### config.mk
export PLATFORM = sky130hd
export DESIGN_NAME = load_store_unit
export DESIGN_NICKNAME = d
export VERILOG_FILES = /design/src/rtl/lsu_pkg.sv /design/src/rtl/lsu_align.sv /design/src/rtl/load_store_unit.sv
export SDC_FILE = /design/constraint.sdc
export NUM_CORES = 1
export LEC_CHECK = 0
export CORE_ASPECT_RATIO = 0.6
export CORE_MARGIN = 3
export CORE_UTILIZATION = 45
export DETAILED_ROUTE_END_ITERATION = 16
export PLACE_DENSITY_LB_ADDON = 0.3
export SETUP_SLACK_MARGIN = 0.4
export SLEW_MARGIN = 25
export SYNTH_ARGS = -nofsm -noshare
export SYNTH_HDL_FRONTEND = slang
export SYNTH_SLANG_ARGS = --single-unit
### constraint.sdc
create_clock -name clk -period 2.7 [get_ports clk]
set_input_delay 0.54 -clock clk [delete_from_list [all_inputs] [get_ports clk]]
set_output_delay 0.54 -clock clk [all_outputs]
set_load 0.005 [all_outputs]
### src/rtl/lsu_pkg.sv
// lsu_pkg: funct3 codes, FSM state type and counter width shared by the load/store unit.
package lsu_pkg;
  localparam logic [2:0] F3_B  = 3'b000;
  localparam logic [2:0] F3_H  = 3'b001;
  localparam logic [2:0] F3_W  = 3'b010;
  localparam logic [2:0] F3_BU = 3'b100;
  localparam logic [2:0] F3_HU = 3'b101;
  localparam int CNT_W = $clog2(5);
  typedef enum logic [1:0] {IDLE, ACCESS, RESP} lsu_state_t;
  function automatic logic f3_legal(input logic write, input logic [2:0] f3);
    return write ? (f3 == F3_B || f3 == F3_H || f3 == F3_W)
                 : (f3 == F3_B || f3 == F3_H || f3 == F3_W || f3 == F3_BU || f3 == F3_HU);
  endfunction
endpackage

### src/rtl/lsu_align.sv
// lsu_align: byte-enable/lane-replication for stores, shift/extend for loads, alignment check.
module lsu_align
  import lsu_pkg::*;
(
  input  logic [2:0]  funct3,
  input  logic [1:0]  addr_lo,
  input  logic [31:0] wdata,
  input  logic [31:0] rdata,
  output logic [3:0]  be,
  output logic [31:0] wdata_rep,
  output logic [31:0] rdata_ext,
  output logic        misaligned
);
  logic [31:0] sh;
  always_comb begin
    sh         = rdata >> {addr_lo, 3'b000};
    be         = funct3[1:0] == 2'b00 ? 4'b0001 << addr_lo :
                 funct3[1:0] == 2'b01 ? (addr_lo[1] ? 4'b1100 : 4'b0011) : 4'b1111;
    wdata_rep  = funct3[1:0] == 2'b00 ? {4{wdata[7:0]}} :
                 funct3[1:0] == 2'b01 ? {2{wdata[15:0]}} : wdata;
    misaligned = funct3[1:0] == 2'b01 ? addr_lo[0] :
                 funct3[1:0] == 2'b10 ? |addr_lo : 1'b0;
    rdata_ext  = funct3 == F3_B  ? {{24{sh[7]}}, sh[7:0]} :
                 funct3 == F3_H  ? {{16{sh[15]}}, sh[15:0]} :
                 funct3 == F3_BU ? {24'b0, sh[7:0]} :
                 funct3 == F3_HU ? {16'b0, sh[15:0]} : sh;
  end
endmodule

### src/rtl/load_store_unit.sv
// load_store_unit: one load/store per handshake, IDLE -> ACCESS -> RESP, faults skip ACCESS.
module load_store_unit
  import lsu_pkg::*;
#(
  parameter int MEM_RD_LATENCY = 1
) (
  input  logic        clk,
  input  logic        reset_n,
  input  logic        req_valid,
  output logic        req_ready,
  input  logic        req_write,
  input  logic [2:0]  req_funct3,
  input  logic [31:0] req_addr,
  input  logic [31:0] req_wdata,
  output logic        resp_valid,
  output logic [31:0] resp_rdata,
  output logic        resp_fault,
  output logic [31:0] mem_addr,
  output logic        mem_wren,
  output logic [3:0]  mem_be,
  output logic [31:0] mem_wdata,
  input  logic [31:0] mem_rdata
);
  lsu_state_t       state_q, state_d;
  logic [CNT_W-1:0] cnt_q, cnt_d;
  logic             write_q, write_d, fault_q, fault_d;
  logic [2:0]       f3_q, f3_d;
  logic [31:0]      addr_q, addr_d, wdata_q, wdata_d, rdata_q, rdata_d;
  logic             idle, in_acc, misaligned;
  logic [3:0]       be;
  logic [31:0]      wdata_rep, rdata_ext;
  assign idle   = state_q == IDLE;
  assign in_acc = state_q == ACCESS;
  // In IDLE the aligner checks the incoming request; afterwards it works on the registered one.
  lsu_align u_align (
    .funct3    (idle ? req_funct3 : f3_q),
    .addr_lo   (idle ? req_addr[1:0] : addr_q[1:0]),
    .wdata     (wdata_q),
    .rdata     (mem_rdata),
    .be        (be),
    .wdata_rep (wdata_rep),
    .rdata_ext (rdata_ext),
    .misaligned(misaligned)
  );
  always_comb begin
    state_d = state_q;
    cnt_d   = cnt_q;
    write_d = write_q;
    fault_d = fault_q;
    f3_d    = f3_q;
    addr_d  = addr_q;
    wdata_d = wdata_q;
    rdata_d = rdata_q;
    case (state_q)
      IDLE: if (req_valid && req_ready) begin
        write_d = req_write;
        f3_d    = req_funct3;
        addr_d  = req_addr;
        wdata_d = req_wdata;
        rdata_d = '0;
        cnt_d   = '0;
        fault_d = !f3_legal(req_write, req_funct3) || misaligned;
        state_d = fault_d ? RESP : ACCESS;
      end
      ACCESS: if (write_q) state_d = RESP;
      else if (cnt_q == CNT_W'(MEM_RD_LATENCY)) begin
        rdata_d = rdata_ext;
        state_d = RESP;
      end else cnt_d = cnt_q + 1'b1;
      default: state_d = IDLE;
    endcase
  end
  always_ff @(posedge clk or negedge reset_n) begin
    if (!reset_n) begin
      state_q <= IDLE;
      cnt_q   <= '0;
      write_q <= 1'b0;
      fault_q <= 1'b0;
      f3_q    <= '0;
      addr_q  <= '0;
      wdata_q <= '0;
      rdata_q <= '0;
    end else begin
      state_q <= state_d;
      cnt_q   <= cnt_d;
      write_q <= write_d;
      fault_q <= fault_d;
      f3_q    <= f3_d;
      addr_q  <= addr_d;
      wdata_q <= wdata_d;
      rdata_q <= rdata_d;
    end
  end
  assign req_ready  = reset_n && idle;
  assign resp_valid = state_q == RESP;
  assign resp_fault = resp_valid && fault_q;
  assign resp_rdata = rdata_q;
  assign mem_addr   = in_acc ? {addr_q[31:2], 2'b00} : '0;
  assign mem_wren   = in_acc && write_q;
  assign mem_be     = in_acc ? be : '0;
  assign mem_wdata  = in_acc ? wdata_rep : '0;
endmodule

==> key figures, run 1 <==
Layout
  – Ant. Diodes: 0
  – Fraction of layout cells with a size suffix above 1: 0.393
  – Most common cell after layout, fill and taps aside: clkdlybuf4s50_1
  – Final #Nets: 937
  – Layout area overhead: 69.2%
  – Final Non-Filler Cells: 1002
  – Commonest cells after routing, fill and taps aside: clkdlybuf4s50_1, nand2_1, dfrtp_1

Timing
  – Worst-margin pin slew: 0.762 ns
  – Final hold violation count: 0
  – Period Utilization, post-route: 1.03
  – Max frequency: 0.359 GHz
  – Fin Hold WS: 0.0390 ns
  – Final WS setup: -0.0823 ns
  – Setup-failing EPs final: 18
  – Slew margin rel.: 0.492
  – Final Max Slew Viols: 0
  – RSZ-0062 raised after global routing: yes
  – Final min period: 2.78 ns
  – Clock Skew: 0.00775 ns

Synthesis
  – Post-synth EDFFs: 0
  – Mapped Avg Cell Area: 10.0 um2
  – Netlist cell types: 51
  – Ys async rst share: 1.00
  – Main synth FF type: dfrtp_1
  – Seq/Total Area, Yosys: 0.467
  – #FFs+latches synth: 106
  – Synth Instances: 566
  – Post-Syn Area: 5680 um2
  – Ys Warns: 0

Detailed routing
  – DR pass1 iterations: 5
  – Via count: 5611
  – Detailed Route WL: 21600 um
  – DR WL/cell: 21.5 um
  – Detailed Route Iter0 Violations: 323
  – Via/cell ratio: 5.60
  – Drt drc: 0
  – DRT antenna net count: 0

Floorplanning
  – Initial Utilization: 0.467
  – Cell Rows: 31
  – Die extent in x: 151 um
  – Core area: 12200 um2
  – Die Area: 14100 um2
  – # IOs: 207
  – Die Ht: 93.1 um

Job
  – Max-Cap Viols: 0

Clock network
  – Reg clk slew, reported paths: 0.07 ns
  – CTS tree: built
  – TritonCTS Sinks: 106
  – H-Tree Depth: 3
  – Clk Latency, worst-skew pair: 0.36 ns
  – Longest Clk Path Bufs: 2
  – Root Driver: clkbuf_16
  – CTS Buf Count: 9

Worst setup path
  – Critical path class: reg2out
  – Setup crit end kind: output pin
  – CP arrival: 2.24 ns
  – Max incr delay on CP: 0.52 ns
  – Critical-path maximum fanout: 5
  – CP max-delay cell: or4_4
  – CP required: 2.16 ns
  – Crit-path cells: or4_4 > o31a_1 > nand2_4 > buf_6 > buf_16 > nor2_4 > a211oi_2 > buf_2
  – CP Launch Type: register

Placed design
  – Placed cell count: 940
  – Port bufs: 204
  – Dpl hpwl: 13700 um
  – Pre-CTS setup slack: -0.550 ns
  – Final GP Congestion: 0.942

Worst hold path
  – Hold WC Path Type: in2async

Global route
  – Initial antenna violation count: 0
  – GRT Residual Overflow: 0
  – Vias in the first global route: 5558
  – First-pass GRT wire length: 30600 um
  – Gr usage total: 0.281
  – Pin count of the biggest net entering global routing: 60

Outcome
  – Status: finished with violations
  – Failing checks: setup timing

Pwr
  – Static leakage: 4.69 nW
  – Pwr Density: 691 nW/um2
  – Peak VDD IR: 0.365 mV
[area by class of cell]
cell class                      count  area, um2
Clock buffer                       10        239
Clock inverter                      6       71.3
Fill cell                         723       2560
Inverter                            4       15.0
Multi-Input combinational cell    421       3480
Sequential cell                   106       2660
Tap cell                          165        206
Timing Repair Buffer              290       2950
[what timing repair did]
item / in CTS / in global routing
pin swaps: 21 / 29
buffers inserted: 17 / 20
endpoints found under the setup margin: 93 / 94
gates resized for setup: 196 / 145
cloned: 4 / 5
hold buffers: 0 / 0
[report_power, final]
| part | switching, W | internal, W |
|---|---|---|
| Clock | 0.000623 | 0.000754 |
| Sequential | 0.000363 | 0.00195 |
| Combinational | 0.00140 | 0.00155 |
| Total | 0.00239 | 0.00426 |
[layer usage]
metal  routed length (um)  track usage  vias up
met5                    0            0        -
met4                  633       0.0762        0
met3                 1880       0.0881       54
met2                10000        0.436      279
met1                 9020        0.384     2774
li1                     -            -     2504
[cells by family after synthesis]
kind of cell / count (synthesis) / share of synthesized area
XOR/XNOR: 1 / 0.00154
other: 1 / 0.000660
flip-flops: 106 / 0.467
adder cells (fa/ha/maj): 2 / 0.00440
buffers and inverters: 40 / 0.0332
AND/OR/NAND/NOR: 214 / 0.178
AO/OA/AOI/OAI: 106 / 0.128
multiplexers: 96 / 0.187
[critical path: cells and delay by family (launching register included)]
kind                   cells  cell delay, ns
AND/OR/NAND/NOR            3            0.67
flip-flops                 1            0.46
AO/OA/AOI/OAI              2            0.38
buffers and inverters      3            0.38
[flip-flops by register name (all words and copies together) (netlist names)]
signal      cells
resp_rdata     32
write_q         1
fault_q         1
f3_q            3
wdata_q        32
state_q         2
addr_q         32
cnt_q           3
[synth_stat cells, types with 8 or more instances]
master | instances | area share
a211oi_1 | 9 | 0.012
a21oi_1 | 34 | 0.030
and2_1 | 41 | 0.045
buf_2 | 13 | 0.011
clkbuf_1 | 18 | 0.012
dfrtp_1 | 106 | 0.47
mux2_2 | 69 | 0.14
mux2i_1 | 25 | 0.044
nand2_1 | 120 | 0.079
nor2_1 | 21 | 0.014
nor3_1 | 8 | 0.0070
o21ai_0 | 20 | 0.018
o21ai_1 | 11 | 0.0097
[metrics by stage]
step / instance area (um2) / TNS, ns / utilization / total power, W
2_1_floorplan: 5810 / 0 / - / 0.00344
3_3_place_gp: 8220 / -15.21 / 0.675 / 0.00432
3_5_place_dp: 8220 / -16.48 / 0.675 / 0.00441
4_1_cts: 8950 / -0.0442 / 0.735 / 0.00622
5_1_grt: 9620 / -1.89 / 0.790 / 0.00694
6_report: 9620 / -0.645 / 0.790 / 0.00664
[worst paths after layout]
| path | start | to | slack (ns) | cells after the start |
|---|---|---|---|---|
| worst max-delay path | state_q[0] | mem_wdata[28] | -0.08 | 8 |
| worst max register to register | state_q[1] | resp_rdata[25] | 0.26 | 11 |
| worst min register to register | fault_q | fault_q | 0.49 | 1 |
| max in group asynchronous | reset_n | resp_rdata[22] | 1.65 | 2 |
| worst min-delay path | reset_n | addr_q[0] | 0.04 | 1 |
| min in group clk | fault_q | fault_q | 0.49 | 1 |
Power figures use the tool's default switching activity.
==> run 2: changes to the inputs <==
RECOVER_POWER = 50   (was default)
==> key figures, run 2 (same netlist as run 1, synthesis figures left out) <==
Outcome
  – Status: finished with violations (unchanged)
  – Failing checks: setup timing (unchanged)

Clock network
  – Longest Clk Path Bufs: 2 (unchanged)
  – Root Driver: clkbuf_16 (unchanged)
  – # hold bufs at CTS: 0 (unchanged)
  – CTS tree: built (unchanged)
  – Reg clk slew, reported paths: 0.07 ns (about the same)
  – CTS Buf Count: 9 (unchanged)
  – H-Tree Depth: 3 (unchanged)
  – Clk Latency, worst-skew pair: 0.35 ns (was 0.36 ns)
  – TritonCTS Sinks: 106 (unchanged)

Worst setup path
  – Crit-path leading delay family: simple AND/OR/NAND/NOR gates (unchanged)
  – Critical path class: reg2out (unchanged)
  – CP max-delay cell: or4_4 (unchanged)
  – CP Launch Type: register (unchanged)
  – CP arrival: 2.24 ns (about the same)
  – Critical-path maximum fanout: 5 (unchanged)
  – CP required: 2.16 ns (about the same)
  – Max incr delay on CP: 0.51 ns (was 0.52 ns)
  – Crit-path cells: or4_4 > o31a_1 > nand2_4 > buf_6 > buf_16 > nor2_4 > a211oi_2 > buf_2 (unchanged)
  – Setup crit end kind: output pin (unchanged)
  – Worst Path Buf+Inv: 3 (unchanged)

Global route
  – Pin count of the biggest net entering global routing: 60 (unchanged)
  – Vias in the first global route: 5558 (unchanged)
  – GRT Residual Overflow: 0 (unchanged)
  – Gr usage total: 0.281 (unchanged)
  – Initial antenna violation count: 0 (unchanged)
  – First-pass GRT wire length: 30600 um (unchanged)

Job
  – Max-Cap Viols: 0 (unchanged)

Pwr
  – Peak VDD IR: 0.366 mV (was 0.365 mV)
  – Total power: 0.00662 W (was 0.00664 W)
  – Static leakage: 4.79 nW (was 4.69 nW)
  – Pwr Density: 691 nW/um2 (about the same)

Floorplanning
  – Die Area: 14100 um2 (unchanged)
  – Core area: 12200 um2 (unchanged)
  – Die Ht: 93.1 um (unchanged)
  – Die extent in x: 151 um (unchanged)
  – # IOs: 207 (unchanged)
  – Initial Utilization: 0.467 (unchanged)
  – Cell Rows: 31 (unchanged)

Placed design
  – Pre-CTS setup slack: -0.550 ns (unchanged)
  – Dpl hpwl: 13700 um (unchanged)
  – Port bufs: 204 (unchanged)
  – Final GP Congestion: 0.942 (unchanged)
  – Placed inst area: 8220 um2 (unchanged)

Timing
  – Setup total negative slack: -0.586 ns (was -0.645 ns)
  – Slew margin rel.: 0.0180 (was 0.492)
  – Final min period: 2.78 ns (about the same)
  – Max frequency: 0.360 GHz (was 0.359 GHz)
  – RSZ-0062 raised after global routing: yes (unchanged)
  – Final WS setup: -0.0782 ns (was -0.0823 ns)
  – Clock Skew: 0.00815 ns (was 0.00775 ns)
  – Final hold violation count: 0 (unchanged)
  – Worst-margin pin slew: 1.47 ns (was 0.762 ns)
  – Setup-failing EPs final: 18 (unchanged)
  – Period Utilization, post-route: 1.03 (about the same)
  – Final Max Slew Viols: 0 (unchanged)

Layout
  – Ant. Diodes: 0 (unchanged)
  – Commonest cells after routing, fill and taps aside: nand2_1, dfrtp_1, clkdlybuf4s50_1 (was clkdlybuf4s50_1, nand2_1, dfrtp_1)
  – Final core occ: 0.787 (was 0.790)
  – Layout area overhead: 68.7% (was 69.2%)
  – Final #Nets: 937 (unchanged)
  – Most common cell after layout, fill and taps aside: nand2_1 (was clkdlybuf4s50_1)
  – Final design instance area without fill: 9590 um2 (was 9620 um2)
  – Fraction of layout cells with a size suffix above 1: 0.389 (was 0.393)

Detailed routing
  – Drt drc: 0 (unchanged)
  – DR pass1 iterations: 5 (unchanged)
  – Detailed Route WL: 21700 um (was 21600 um)
  – DRT antenna net count: 0 (unchanged)
  – Via/cell ratio: 5.61 (was 5.60)
  – Via count: 5624 (was 5611)
  – Detailed Route Iter0 Violations: 381 (was 323)
  – DR WL/cell: 21.6 um (was 21.5 um)

Worst hold path
  – Hold WC Path Type: in2async (unchanged)
[run 2: layer usage]
metal | track usage | routed length (um)
met5 | 0 | 0
met4 | 0.0762 | 620
met3 | 0.0881 | 1930
met2 | 0.436 | 10100
met1 | 0.384 | 8990
[run 2: timing repair]
item                                    CTS  global route
hold endpoints to repair                  0             0
cloned                                    4             5
gates resized for setup                 196           145
setup buffers                            17            20
endpoints found under the setup margin   93            94
pin swaps                                21            29
[run 2: through the flow]
step           hold WS [ns]  cells
2_1_floorplan         0.244    567
3_3_place_gp          0.396    940
3_5_place_dp          0.402    940
4_1_cts              0.0254    977
5_1_grt               0.311   1002
6_report              0.269   1002
[run 2: worst register-to-register path: stages (launching register included)]
cell	delay, ns
dfrtp_2	0.48
nor2_2	0.23
buf_6	0.23
and3_1	0.23
buf_2	0.71
mux2_2	0.44
[run 2: area by class of cell]
type                       instances  area (um2)
fill                             729        2590
inverter                           4        15.0
timing repair buffer             290        2920
tap                              165         206
clock inverter                     6        71.3
sequential                       106        2660
clock buffer                      10         239
multi-input combinational        421        3480
[run 2: power by group]
group / total (W) / switching (W) / internal (W)
Sequential: 0.00231 / 0.000361 / 0.00195
Clock: 0.00138 / 0.000630 / 0.000754
Combinational: 0.00293 / 0.00140 / 0.00152
[run 2: worst paths after layout]
path	slack [ns]	depth (start not counted)	start	end
min reg2reg	0.48	2	resp_rdata[18]	resp_rdata[18]
min in group clk	0.48	2	resp_rdata[18]	resp_rdata[18]
min	0.27	1	reset_n	addr_q[0]
max in group asynchronous	0.50	2	reset_n	resp_rdata[22]
max	-0.08	8	state_q[0]	mem_wdata[28]
max reg2reg	0.26	5	state_q[1]	addr_q[25]
==> run 3: changes to the inputs <==
TNS_END_PERCENT = 1   (was default)
==> key figures, run 3 (same netlist as run 1, synthesis figures left out) <==
Timing
  – Setup-failing EPs final: 2 (was 18)
  – Final WS setup: -0.0320 ns (was -0.0782 ns)
  – Final hold violation count: 0 (unchanged)
  – Setup total negative slack: -0.0396 ns (was -0.586 ns)
  – Max frequency: 0.366 GHz (was 0.360 GHz)
  – Final min period: 2.73 ns (was 2.78 ns)
  – Slew margin rel.: -0.0240 (was 0.0180)
  – Fin Hold WS: 0.486 ns (was 0.269 ns)
  – RSZ-0062 raised after global routing: yes (unchanged)
  – Final Max Slew Viols: 30 (was 0)
  – Clock Skew: 0.00883 ns (was 0.00815 ns)
  – Worst-margin pin slew: 1.54 ns (was 1.47 ns)
  – Period Utilization, post-route: 1.01 (was 1.03)

Floorplanning
  – Core area: 12200 um2 (unchanged)
  – Initial Utilization: 0.467 (unchanged)
  – Die Area: 14100 um2 (unchanged)
  – # IOs: 207 (unchanged)
  – Die extent in x: 151 um (unchanged)
  – Die Ht: 93.1 um (unchanged)
  – Cell Rows: 31 (unchanged)

Detailed routing
  – DR pass1 iterations: 6 (was 5)
  – DRT antenna net count: 0 (unchanged)
  – Drt drc: 0 (unchanged)
  – Detailed Route WL: 18500 um (was 21700 um)
  – Via/cell ratio: 5.43 (was 5.61)
  – DR WL/cell: 19.1 um (was 21.6 um)
  – Detailed Route Iter0 Violations: 312 (was 381)
  – Via count: 5252 (was 5624)

Worst hold path
  – Hold WC Path Type: reg2reg (was in2async)

Worst setup path
  – Critical-path maximum fanout: 6 (was 5)
  – Critical path class: in2out (was reg2out)
  – CP Launch Type: input port (was register)
  – CP required: 2.16 ns (about the same)
  – Worst R2R Setup Slack: 0.32 ns (was 0.26 ns)
  – CP arrival: 2.19 ns (was 2.24 ns)
  – Setup crit end kind: output pin (unchanged)

Clock network
  – Longest Clk Path Bufs: 2 (unchanged)
  – Root Driver: clkbuf_16 (unchanged)
  – CTS tree: built (unchanged)
  – Reg clk slew, reported paths: 0.07 ns (about the same)
  – Clk Latency, worst-skew pair: 0.35 ns (about the same)
  – # hold bufs at CTS: 0 (unchanged)
  – H-Tree Depth: 3 (unchanged)
  – CTS Buf Count: 9 (unchanged)
  – TritonCTS Sinks: 106 (unchanged)

Pwr
  – Switching power: 0.00206 W (was 0.00239 W)
  – Pwr Density: 689 nW/um2 (was 691 nW/um2)
  – Power share of the clock group: 0.225 (was 0.209)
  – Switching Share: 0.340 (was 0.361)
  – Static leakage: 3.79 nW (was 4.79 nW)
  – Sequential fraction of design power: 0.370 (was 0.349)
  – Peak VDD IR: 0.369 mV (was 0.366 mV)
  – Logic gate share of total power: 0.405 (was 0.442)
  – Int Pwr: 0.00401 W (was 0.00423 W)

Outcome
  – Failing checks: capacitance limit, slew limit, setup timing (was setup timing)
  – Status: finished with violations (unchanged)

Placed design
  – Pre-CTS setup slack: -0.552 ns (was -0.550 ns)
  – Port bufs: 204 (unchanged)
  – Placed inst area: 8190 um2 (was 8220 um2)
  – Dpl hpwl: 13500 um (was 13700 um)
  – Final GP Congestion: 0.919 (was 0.942)

Layout
  – Layout area overhead: 54.9% (was 68.7%)
  – Fraction of layout cells with a size suffix above 1: 0.295 (was 0.389)
  – Commonest cells after routing, fill and taps aside: clkdlybuf4s50_1, nand2_1, dfrtp_1 (was nand2_1, dfrtp_1, clkdlybuf4s50_1)
  – Final design instance area without fill: 8800 um2 (was 9590 um2)
  – Final core occ: 0.723 (was 0.787)
  – Final #Nets: 903 (was 937)
  – Most common cell after layout, fill and taps aside: clkdlybuf4s50_1 (was nand2_1)
  – Ant. Diodes: 0 (unchanged)

Global route
  – Initial antenna violation count: 0 (unchanged)
  – Gr usage total: 0.259 (was 0.281)
  – Pin count of the biggest net entering global routing: 52 (was 60)
  – GRT Residual Overflow: 0 (unchanged)
  – Vias in the first global route: 5254 (was 5558)
  – First-pass GRT wire length: 28200 um (was 30600 um)

Job
  – Max-Cap Viols: 1 (was 0)
run 3: cell types whose count changed in the layout (fill, tap and decap cells not counted), sizes merged:
cell | before | now
dlygate4sd3 | 32 | 0
clkdlybuf4s50 | 99 | 170
dlygate4sd2 | 1 | 6
dlymetal6s2s | 35 | 2
buf | 111 | 70
inv | 6 | 5
clkdlybuf4s15 | 2 | 3
clkbuf | 20 | 16
run 3: timing repair:
item                       CTS  global route
pin swaps                   15            25
gates cloned                 3             0
buffers inserted             7             1
setup endpoints to repair   92            95
gates resized for setup    132            55
run 3: path summary, 6_finish.rpt:
| kind | from | endpoint | cells after the start |
|---|---|---|---|
| setup / recovery | req_funct3[1] | mem_wdata[29] | 9 |
| hold / removal | resp_rdata[22] | resp_rdata[22] | 2 |
| setup reg to reg | state_q[0] | resp_rdata[21] | 10 |
| hold reg to reg | resp_rdata[22] | resp_rdata[22] | 2 |
| max in group asynchronous | reset_n | addr_q[14] | 2 |
| min in group asynchronous | reset_n | addr_q[5] | 2 |
run 3: per-stage QoR:
step | power (W) | instances
after floorplan | 0.00340 | 567
final | 0.00607 | 968
after global routing | 0.00638 | 968
after global placement | 0.00428 | 941
after detailed placement | 0.00436 | 941
after CTS | 0.00595 | 967
run 3: power groups by stage:
stage	clock (W)	sequential (W)	combinational, W
after detailed placement	0	0.00225	0.00211
after floorplan	0	0.00216	0.00125
after CTS	0.00139	0.00223	0.00232
after global placement	0	0.00223	0.00205
after global routing	0.00146	0.00229	0.00263
final	0.00137	0.00224	0.00245
run 3: routing by layer:
layer  GRT usage  part of all wire  wire (um)
met3      0.0809             0.093       1720
met1       0.356              0.43       7990
met4      0.0603             0.021        387
met2       0.402              0.45       8420
met5           0                 0          0
run 3: critical path, stage by stage:
cell and delay, ns:
clkdlybuf4s15_1 0.20, or4_4 0.57, o31a_1 0.15, nand2_2 0.10
buf_6 0.14, buf_16 0.12, nor2_4 0.03, a211oi_2 0.19
buf_2 0.14
run 3: final cells by class:
cell class	instances	area (um2)
Clock buffer	11	253
Clock inverter	5	61.3
Fill cell	877	3380
Inverter	4	15.0
Multi-Input combinational cell	421	3120
Sequential cell	106	2650
Tap cell	165	206
Timing Repair Buffer	256	2490
